File: src/rtl/hazard_scoreboard.sv
// Purpose: hazard controller for the 5-stage core; tracks E/M/W register writers and selects ID-stage bypass sources.
// Latency: forward selects and stall are combinational from the current scoreboard and D inputs; the scoreboard advances one stage per clock.
// Backpressure: stall freezes PC and F/D and bubbles D/E, on data hazards (tnew > tuse) or when D needs a busy MDU.
module hazard_scoreboard (
  input  logic        clk,
  input  logic        reset,
  input  logic [4:0]  regA1,
  input  logic [4:0]  regA2,
  input  logic [1:0]  tuseRs,
  input  logic [1:0]  tuseRt,
  input  logic [4:0]  regA3,
  input  logic        regWrite,
  input  logic [1:0]  tnewD,
  input  logic        isMD,
  input  logic        mdStartE,
  input  logic        mdBusy,
  output logic [1:0]  regRD1Forward,
  output logic [1:0]  regRD2Forward,
  output logic        stall,
  output logic [31:0] stallCount
);

  localparam logic [1:0] FWD_GRF = 2'd0;
  localparam logic [1:0] FWD_EX  = 2'd1;
  localparam logic [1:0] FWD_MEM = 2'd2;
  localparam logic [1:0] TUSE_NONE = 2'd3;

  typedef struct packed {
    logic [4:0] addr;
    logic [1:0] tnew;
    logic       vld;
  } entry_t;

  typedef struct packed {
    logic       stl;
    logic [1:0] fwd;
  } res_t;

  entry_t e_ent, m_ent, w_ent;
  res_t   rs_res, rt_res;
  logic   md_stall;

  // One source register against the pipeline; the first hit walking E->M->W is the newest writer.
  // A W hit needs no bypass: the GRF writes through in the same cycle, so it reads as FWD_GRF.
  function automatic res_t resolve(input entry_t e, input entry_t m, input entry_t w,
                                   input logic [4:0] r, input logic [1:0] tuse);
    res_t res;
    res.fwd = FWD_GRF;
    res.stl = 1'b0;
    if (r != 5'd0) begin
      if (e.vld && e.addr == r) begin
        if (e.tnew == 2'd0) res.fwd = FWD_EX;
        res.stl = (tuse != TUSE_NONE) && (e.tnew > tuse);
      end else if (m.vld && m.addr == r) begin
        if (m.tnew == 2'd0) res.fwd = FWD_MEM;
        res.stl = (tuse != TUSE_NONE) && (m.tnew > tuse);
      end else if (w.vld && w.addr == r) begin
        res.fwd = FWD_GRF;
        res.stl = 1'b0;
      end
    end
    return res;
  endfunction

  function automatic logic [1:0] dec_sat(input logic [1:0] t);
    return (t == 2'd0) ? 2'd0 : t - 2'd1;
  endfunction

  // Hazard resolution for both sources plus MDU occupancy; reset forces a quiet, stall-free output.
  always_comb begin
    rs_res        = resolve(e_ent, m_ent, w_ent, regA1, tuseRs);
    rt_res        = resolve(e_ent, m_ent, w_ent, regA2, tuseRt);
    md_stall      = isMD && (mdStartE || mdBusy);
    stall         = 1'b0;
    regRD1Forward = FWD_GRF;
    regRD2Forward = FWD_GRF;
    if (!reset) begin
      stall         = rs_res.stl | rt_res.stl | md_stall;
      regRD1Forward = rs_res.fwd;
      regRD2Forward = rt_res.fwd;
    end
  end

  // Advance the writer scoreboard one stage per clock, bubbling E while stalled, and count stall cycles.
  always_ff @(posedge clk) begin
    if (reset) begin
      e_ent      <= '0;
      m_ent      <= '0;
      w_ent      <= '0;
      stallCount <= '0;
    end else begin
      if (stall) begin
        e_ent <= '0;
      end else begin
        e_ent <= '{addr: regA3, tnew: tnewD, vld: regWrite && (regA3 != 5'd0)};
      end
      m_ent <= '{addr: e_ent.addr, tnew: dec_sat(e_ent.tnew), vld: e_ent.vld};
      w_ent <= '{addr: m_ent.addr, tnew: dec_sat(m_ent.tnew), vld: m_ent.vld};
      if (stall && (stallCount != 32'hFFFF_FFFF)) begin
        stallCount <= stallCount + 32'd1;
      end
    end
  end

endmodule

File: config.mk
export PLATFORM = sky130hd
export DESIGN_NAME = hazard_scoreboard
export DESIGN_NICKNAME = d
export VERILOG_FILES = /design/src/rtl/hazard_scoreboard.sv
export SDC_FILE = /design/constraint.sdc
export NUM_CORES = 1
export LEC_CHECK = 0
export ABC_CLOCK_PERIOD_IN_PS = 3200
export BUFFER_PORTS_ARGS = -buffer_cell sky130_fd_sc_hd__buf_2
export CAP_MARGIN = 20
export CORE_ASPECT_RATIO = 0.7
export CORE_UTILIZATION = 53
export CTS_CLUSTER_DIAMETER = 150
export DETAILED_ROUTE_END_ITERATION = 8
export MAX_ROUTING_LAYER = met4
export PLACE_DENSITY = 0.79
export REMOVE_ABC_BUFFERS = 1
export SLEW_MARGIN = 0
export SYNTH_ARGS = -nofsm -noshare
export SYNTH_HDL_FRONTEND = slang
export SYNTH_SLANG_ARGS = --single-unit
File: constraint.sdc
create_clock -name clk -period 3.2 [get_ports clk]
set_clock_uncertainty 0.2 [all_clocks]
set_input_delay 0.64 -clock clk [delete_from_list [all_inputs] [get_ports clk]]
set_output_delay 0.64 -clock clk [all_outputs]
set_load 0.01 [all_outputs]
==> results of run 1 <==
==> metal layers <==
layer	up-vias	track usage, %	part of all wire [%]
li1	1270	-	-
met1	1174	34.5	50
met2	67	38.1	45
met3	6	5.23	4.5
met4	0	5.95	0.74
met5	-	-	0
==> synth_stat cells (all sizes together) (8+ instances only) <==
| master | instances |
|---|---|
| ha | 10 |
| xor2 | 8 |
| or3 | 16 |
| mux2 | 9 |
| o31ai | 8 |
| nand3 | 11 |
| nand4 | 11 |
| o21ai | 18 |
| nor3 | 12 |
| clkbuf | 11 |
| nand2 | 17 |
| inv | 10 |
| a21oi | 29 |
| and3 | 12 |
| and2 | 8 |
| or4 | 10 |
| nor2b | 15 |
| xnor2 | 12 |
| dfxtp | 48 |
| nor2 | 14 |
==> registers in the layout (all words and copies together) (netlist names) <==
name,count
stallCount,32
e_ent,8
m_ent,8
==> power breakdown <==
group	internal, mW	leakage (nW)	switching, mW
logic	0.0565	0.864	0.0688
clock network	0.176	0.0455	0.182
registers	0.608	0.389	0.0114
==> path summary, 6_finish.rpt <==
path / to / slack [ns] / cells after the start
worst max-delay path: stall / 0.14 / 8
worst min-delay path: m_ent[1] / 0.21 / 1
worst max register to register: stallCount[28] / 0.51 / 9
worst min register to register: m_ent[1] / 0.21 / 1
==> through the flow <==
step	hold WS, ns	power, mW	setup WS (ns)	utilization, %	area [µm²]
floorplan	0.191	0.696	0.280	-	2560
global placement	0.200	0.752	0.0187	63.9	3050
detailed placement	0.202	0.757	0.0667	63.9	3050
CTS	0.215	1.11	0.165	65.8	3140
global route	0.231	1.16	0.0416	65.8	3140
finish	0.211	1.10	0.143	65.8	3140
==> area by class of cell <==
cell class	count	area share (%)
multi-input combinational	240	49.8
sequential	48	30.6
timing repair buffer	73	12.8
clock buffer	8	2.87
tap	69	2.75
inverter	10	1.19
==> cells by family (layout without fill, tap and decap cells) <==
group                      Yosys count  count (layout)  synth area share [%]
and+or+nand+nor                    140             140                  30.8
AOI/OAI and AO/OA                   61              61                  13.3
DFF                                 48              48                  36.4
buffers and inverters               26              91                  4.31
xor gates and xnor gates            20              20                  6.63
adders and majority gates           10              10                  4.74
muxes                                9               9                  3.84
==> impl_results.md, run 1 <==
* Share of cells above drive strength 1 at 24.0%
* Worst path slowest cell: or4_1
* CTS Sinks at 48
* Slew Limit Headroom at 70.4%
* Synth area leaders: dfxtp_1, a21oi_1, ha_1, xnor2_1, mux2_2
* Overall routing resource usage at 25.1%
* Status: finished clean
* Clk_lat worst skew at 0.29 ns
* Critical Path Fanout Max at 5
* CP Launch Point: regA2[1]
* Port Buffer Count at 63
* YS warnings at 0
* Vias at 2517
* Slew @ Worst Pin at 0.440 ns
* Drt pass-1 iters at 4
* Mapped Avg Cell Area at 8.41 µm²
* First-pass GRT wire length at 9880 µm
* Commonest cells after routing, fill and taps aside: buf_2, dfxtp_1, a21oi_1, nand2_1, o21ai_0
* Area growth, synth to finish at 19.0%
* Post-CTS setup buffer count at 0
* Cts hold-fix bufs at 0
* Commonest non-fill, non-tap cell in the layout: buf_2
* Worst hold start: e_ent[1]
* Resize count post-CTS at 0
* Antenna violations before repair at 0
* Final std cells w/o fill at 448
* RePlAce Congestion at 0.865
* Crit Path Class: in2out
* Synthesized area at 0.00264 mm²
* DRT iter0 DRCs at 162
* Cells after Synth at 314
* Class of the tightest hold or removal check: reg2reg
* Final-report max-slew violation count at 0
* Setup crit end kind: primary output
* Cell taking the most area after synthesis: dfxtp_1
* FP Rows at 21
* Cell Pwr Density at 351 mW/mm²
* Clk buf depth at 2
* Final setup violation count at 0
* Synthesis-stage register bit count at 48
* Area fraction of the dominant cell type after synthesis at 36.4%
* Synth cell types at 40
* Die Area at 0.00527 mm²
* Reg clk slew, reported paths at 0.08 ns
* Critical path data required time at 2.36 ns
* Post-DP HPWL at 4770 µm
* Starting Density at 55.2%
* Final TNS setup at 0 ns
* Max Clock Freq at 0.327 GHz
* Core Region at 0.00478 mm²
* Crit path time final at 3.06 ns
* Top FF cell, synth: dfxtp_1
* Post-synth EDFFs at 0
* Arrival time at the worst endpoint at 2.22 ns
* Largest net degree at the start of global routing at 29
* Die Wd at 86.4 µm
* Routed Wire Length at 6330 µm
* DRC errors left at 0
* Cells after DPL at 440
* Multi-input gate area at 0.00157 mm²
* Vias in the first global route at 2127
* Final hold violations at 0
* Die Height at 61.1 µm
* DR WL/cell at 14.1 µm
* H-tree depth at 2
* # diodes at 0
* Grt total ovfl at 0
* Worst r2r src: stallCount[0]
* Sequential Area at 961 µm²
* Lkg Pwr at 1.30 nW
* Critical-path cell list: buf_2, or4_1, nor2_1, a21oi_1, a31oi_1, and3_4, nor2_1, buf_2
* Register area share after synthesis at 36.4%
* RSZ-0062 raised after global routing: false
* CTS root buf: clkbuf_8
* Critical Path Max Stage Delay at 0.52 ns
* CTS buffer count at 5
* CP delay by family, top: simple AND/OR/NAND/NOR gates
* Post-route antenna net violation count at 0
* Max cap viols at 0
* Nets@finish at 415
* Type of origin of the critical path: input pin
* TritonCTS clock tree: built
* Worst VDD drop at 0.268 mV
* Fill count at 426
* Tcrit/Tclk final at 95.5%
* Io pins at 64
* DR vias/cell at 5.62
* Ys async rst share at 0%
* WP buf/inv at 2
Note: power is estimated with default switching activity, not from simulation.
==> run 2, diff against run 1 <==
--- a/config.mk
+++ b/config.mk
@@ -5,7 +5,7 @@
 export SDC_FILE = /design/constraint.sdc
 export NUM_CORES = 1
 export LEC_CHECK = 0
-export ABC_CLOCK_PERIOD_IN_PS = 3200
+export ABC_CLOCK_PERIOD_IN_PS = 3000
 export BUFFER_PORTS_ARGS = -buffer_cell sky130_fd_sc_hd__buf_2
 export CAP_MARGIN = 20
 export CORE_ASPECT_RATIO = 0.7
==> constraint.sdc (replaced) <==
create_clock -name clk -period 3 [get_ports clk]
set_clock_uncertainty 0.2 [all_clocks]
set_input_delay 0.6 -clock clk [delete_from_list [all_inputs] [get_ports clk]]
set_output_delay 0.6 -clock clk [all_outputs]
set_load 0.01 [all_outputs]
==> impl_results.md, run 2 (synthesis results as in run 1) <==
* Worst VDD drop at 0.244 mV
* Max cap viols at 0
* Internal cell power at 897 µW
* Multi-input gate area at 0.00159 mm²
* R2R Path End: stallCount[12]
* Worst R2R Setup Slack at 0.19 ns
* Sw frac at 25.6%
* Clk_lat worst skew at 0.31 ns
* Worst hold start: e_ent[1]
* Cts hold-fix bufs at 0
* First-pass GRT wire length at 9740 µm
* Worst path slowest cell: a2111o_1
* Hold Path Sink: m_ent[1]
* H-tree depth at 2
* WP buf/inv at 2
* Biggest regs: stallCount (32), e_ent (8), m_ent (8)
* Io pins at 64
* Placed instance area at 0.00306 mm²
* Tcrit/Tclk final at 97.2%
* Final hold slack at 0.215 ns
* TritonCTS clock tree: built
* Drt pass-1 iters at 4
* Port Buffer Count at 63
* Lkg Pwr at 1.32 nW
* Final TNS setup at 0 ns
* Cell Pwr Density at 377 mW/mm²
* Arrival time at the worst endpoint at 2.11 ns
* Final-report max-slew violation count at 0
* Die Area at 0.00527 mm²
* Area growth, synth to finish at 21.0%
* Final setup violation count at 0
* # diodes at 0
* Vias in the first global route at 2072
* Antenna violations before repair at 0
* Overall Power at 1.21 mW
* Grt total ovfl at 0
* Slew Limit Headroom at 70.7%
* Setup crit end kind: primary output
* Critical Path Fanout Max at 2
* Commonest cells after routing, fill and taps aside: buf_2, dfxtp_1, a21oi_1, nand2_1, o21ai_0
* Worst r2r src: m_ent[6]
* Class of the tightest hold or removal check: reg2reg
* Crit path time final at 2.91 ns
* DRT iter0 DRCs at 199
* Max Clock Freq at 0.343 GHz
* Clk buf depth at 2
* Die Wd at 86.4 µm
* Final Instance Area at 0.00320 mm²
* Hold path depth at 1
* Overall routing resource usage at 24.7%
* Critical path data required time at 2.20 ns
* CTS root buf: clkbuf_8
* Pre-CTS worst setup slack at -0.0746 ns
* Post-DP HPWL at 4590 µm
* Critical-path cell list: buf_2, xor2_1, nor4_2, o2111ai_2, a2111o_1, and3_4, nor2_2, buf_2
* Final hold violations at 0
* Crit Path Class: in2out
* Largest net degree at the start of global routing at 44
* CP delay by family, top: simple AND/OR/NAND/NOR gates
* DR vias/cell at 5.62
* Commonest non-fill, non-tap cell in the layout: buf_2
* Cells after DPL at 443
* Core Region at 0.00478 mm²
* Clk network pwr share at 33.8%
* DR WL/cell at 13.7 µm
* Reg clk slew, reported paths at 0.08 ns
* CTS Sinks at 48
* Starting Density at 55.2%
* Share of cells above drive strength 1 at 26.4%
* Switching power at 309 µW
* Min setup slack post-route at 0.0853 ns
* Largest Register: stallCount
* Register share of total power at 54.8%
* Fill count at 402
* Status: finished clean
* Type of origin of the critical path: input pin
* DRC errors left at 0
* Vias at 2538
* Routed Wire Length at 6180 µm
* Die Height at 61.1 µm
* FP Rows at 21
* RSZ-0062 raised after global routing: false
* Post-Route Utilization at 66.8%
* Most Frequent Cell on Critical Path: buf_2
* Logic pwr share at 11.5%
* Max reg flops at 32
* RePlAce Congestion at 0.971
* R2R depth at 9
* Critical Path Max Stage Delay at 0.37 ns
* Sequential Area at 961 µm²
* Post-route antenna net violation count at 0
* CTS buffer count at 5
* Nets@finish at 419
* Slew @ Worst Pin at 0.436 ns
* Final std cells w/o fill at 452
[run 2: worst max path at each step]
stage,end,depth (start not counted),slack (ns),start
after floorplan,stall,6,0.16,regA1[1]
after global placement,stallCount[11],9,-0.04,regA1[3]
after detailed placement,stallCount[10],9,-0.07,regA1[3]
after CTS,stall,9,0.03,regA1[3]
after global routing,stall,9,0.01,regA1[3]
final,stall,8,0.09,regA1[3]
[run 2: cell type report]
cell class / instances / area share [%]
multi-input combinational: 240 / 49.9
tap: 69 / 2.70
clock inverter: 2 / 0.470
clock buffer: 6 / 2.58
inverter: 10 / 1.17
timing repair buffer: 77 / 13.2
sequential: 48 / 30.1
[run 2: repair_timing]
item                                    in CTS  in global routing
pin swaps                                    1                  3
gates resized for setup                      0                  5
endpoints found under the hold margin        0                  0
endpoints found under the setup margin       1                  3
setup buffers                                1                  0
[run 2: power groups by stage]
stage          clock network, mW  registers [mW]  logic [mW]
5_1_grt                    0.442           0.662       0.154
6_report                   0.407           0.660       0.138
3_5_place_dp                   0           0.675       0.132
2_1_floorplan                  0           0.672      0.0706
4_1_cts                    0.417           0.660       0.134
3_3_place_gp                   0           0.675       0.126
[run 2: per-layer routing]
layer	vias up	track usage [%]	share of wire, %
li1	1273	-	-
met1	1173	34.9	50
met2	86	37.4	43
met3	6	4.56	6.3
met4	0	5.00	0.73
met5	-	-	0
[run 2: worst register-to-register path, delay by kind of cell (launching register included)]
| kind | cells | cell delay, ns |
|---|---|---|
| xor+xnor | 1 | 0.16 |
| simple gates | 3 | 1.01 |
| buf+inv | 2 | 0.35 |
| flops | 1 | 0.34 |
| compound gates | 3 | 0.70 |
==> run 3, diff against run 2 <==
--- a/config.mk
+++ b/config.mk
@@ -5,15 +5,16 @@
 export SDC_FILE = /design/constraint.sdc
 export NUM_CORES = 1
 export LEC_CHECK = 0
-export ABC_CLOCK_PERIOD_IN_PS = 3000
+export ABC_CLOCK_PERIOD_IN_PS = 3500
 export BUFFER_PORTS_ARGS = -buffer_cell sky130_fd_sc_hd__buf_2
 export CAP_MARGIN = 20
 export CORE_ASPECT_RATIO = 0.7
-export CORE_UTILIZATION = 53
+export CORE_UTILIZATION = 55
 export CTS_CLUSTER_DIAMETER = 150
 export DETAILED_ROUTE_END_ITERATION = 8
+export GPL_TIMING_DRIVEN = 0
 export MAX_ROUTING_LAYER = met4
-export PLACE_DENSITY = 0.79
+export PLACE_DENSITY = 0.82
 export REMOVE_ABC_BUFFERS = 1
 export SLEW_MARGIN = 0
 export SYNTH_ARGS = -nofsm -noshare
==> constraint.sdc (replaced) <==
create_clock -name clk -period 3.5 [get_ports clk]
set_clock_uncertainty 0.2 [all_clocks]
set_input_delay 0.7 -clock clk [delete_from_list [all_inputs] [get_ports clk]]
set_output_delay 0.7 -clock clk [all_outputs]
set_load 0.01 [all_outputs]
==> impl_results.md, run 3 (synthesis results as in run 1) <==
* Logic pwr share at 11.2%
* DR vias/cell at 5.89
* Nets@finish at 409
* Routed Wire Length at 6410 µm
* WP buf/inv at 2
* Overall routing resource usage at 27.5%
* H-tree depth at 2
* Reg clk slew, reported paths at 0.08 ns
* # diodes at 0
* Final setup violation count at 0
* CTS root buf: clkbuf_8
* Hold path depth at 1
* DRT iter0 DRCs at 171
* FP Rows at 20
* CP delay by family, top: simple AND/OR/NAND/NOR gates
* Worst VDD drop at 0.213 mV
* Failing checks: design-rule violations
* Port Buffer Count at 63
* Critical Path Fanout Max at 3
* Crit Path Class: in2out
* Hold Path Sink: m_ent[1]
* Post-route antenna net violation count at 0
* Lkg Pwr at 1.26 nW
* Die Area at 0.00509 mm²
* Routing usage on met3 at 6.77%
* Clk buf depth at 2
* Worst r2r src: stallCount[0]
* Slew @ Worst Pin at 0.940 ns
* Biggest regs: stallCount (32), e_ent (8), m_ent (8)
* Starting Density at 59.0%
* Final hold violations at 0
* Clk_lat worst skew at 0.31 ns
* Cell Pwr Density at 332 mW/mm²
* Area growth, synth to finish at 16.5%
* Type of origin of the critical path: input pin
* DRC errors left at 6
* Setup crit end kind: primary output
* Multi-input gate area at 0.00158 mm²
* RePlAce Congestion at 0.797
* Die Wd at 84.8 µm
* Arrival time at the worst endpoint at 2.51 ns
* DR WL/cell at 15.0 µm
* Share of cells above drive strength 1 at 23.1%
* Die Height at 60.0 µm
* CP Launch Point: regA1[1]
* Worst R2R Setup Slack at 0.42 ns
* Class of the tightest hold or removal check: reg2reg
* Post-DP HPWL at 4410 µm
* Status: complete, but fails checks
* Largest net degree at the start of global routing at 54
* Max reg flops at 32
* Grt total ovfl at 0
* Final std cells w/o fill at 428
* Largest Register: stallCount
* Critical path data required time at 2.60 ns
* Critical-path cell list: buf_2, or4_4, o21ai_1, o41ai_1, a31oi_1, and3_4, nor2_1, buf_2
* Final TNS setup at 0 ns
* Cts hold-fix bufs at 0
* Critical Path Max Stage Delay at 0.54 ns
* Fill count at 386
* Max cap viols at 0
* TritonCTS clock tree: built
* Tcrit/Tclk final at 97.4%
* Post-CTS setup buffer count at 1
* Antenna violations before repair at 0
* Most Frequent Cell on Critical Path: buf_2
* Internal cell power at 764 µW
* Crit path time final at 3.41 ns
* First-pass GRT wire length at 10500 µm
* Pre-CTS worst setup slack at -0.0132 ns
* R2R Path End: stallCount[28]
* Register share of total power at 55.4%
* Sequential Area at 961 µm²
* Switching power at 257 µW
* Drt pass-1 iters at 7
* Commonest non-fill, non-tap cell in the layout: buf_2
* Final-report max-slew violation count at 0
* CTS Sinks at 48
* Busiest grt layer: met2
* Sw frac at 25.2%
* Vias at 2522
* RSZ-0062 raised after global routing: false
* Max Clock Freq at 0.293 GHz
* Slew Limit Headroom at 37.4%
* Worst path slowest cell: or4_4
* Min setup slack post-route at 0.0899 ns
* Resize count post-CTS at 0
* Io pins at 64
* Core Region at 0.00448 mm²
* Worst hold start: e_ent[1]
* Overall Power at 1.02 mW
* GRT met1 Usage at 36.2%
* Cells after DPL at 417
* CTS buffer count at 5
* Commonest cells after routing, fill and taps aside: buf_2, dfxtp_1, a21oi_1, nand2_1, o21ai_0
* Vias in the first global route at 2244
* Met2 Usage GRT at 43.2%
* Clk network pwr share at 33.4%
* R2R depth at 8
[run 3: area by class of cell]
cell class                 count  area share, %
timing repair buffer          65           10.9
tap                           55           2.24
clock inverter                 1          0.244
sequential                    48           31.2
inverter                      10           1.22
multi-input combinational    242           51.4
clock buffer                   7           2.81
[run 3: power groups by stage]
| stage | sequential [mW] | combinational (mW) | clock [mW] |
|---|---|---|---|
| after detailed placement | 0.578 | 0.107 | 0 |
| after CTS | 0.565 | 0.113 | 0.351 |
| after global routing | 0.567 | 0.126 | 0.377 |
| after floorplan | 0.576 | 0.0605 | 0 |
| after global placement | 0.578 | 0.103 | 0 |
| final | 0.566 | 0.114 | 0.341 |
[run 3: routing by layer]
metal / share of wire, % / vias up
met2: 44 / 87
met5: 0 / -
li1: - / 1275
met1: 49 / 1146
met3: 5.6 / 14
met4: 1.6 / 0
[run 3: how the worst max path moves through the flow]
stage,to,slack [ns],depth (start not counted)
final,stall,0.09,8
after global routing,stall,0.04,8
after CTS,stall,0.12,8
after detailed placement,stall,-0.01,8
after global placement,stall,0.04,8
after floorplan,stall,0.46,6
[run 3: through the flow]
step / area (µm²) / utilization [%] / hold WS (ns)
floorplan: 2560 / - / 0.191
global placement: 2950 / 65.8 / 0.203
detailed placement: 2960 / 66.1 / 0.212
CTS: 3080 / 68.7 / 0.236
global route: 3080 / 68.7 / 0.285
finish: 3080 / 68.7 / 0.243
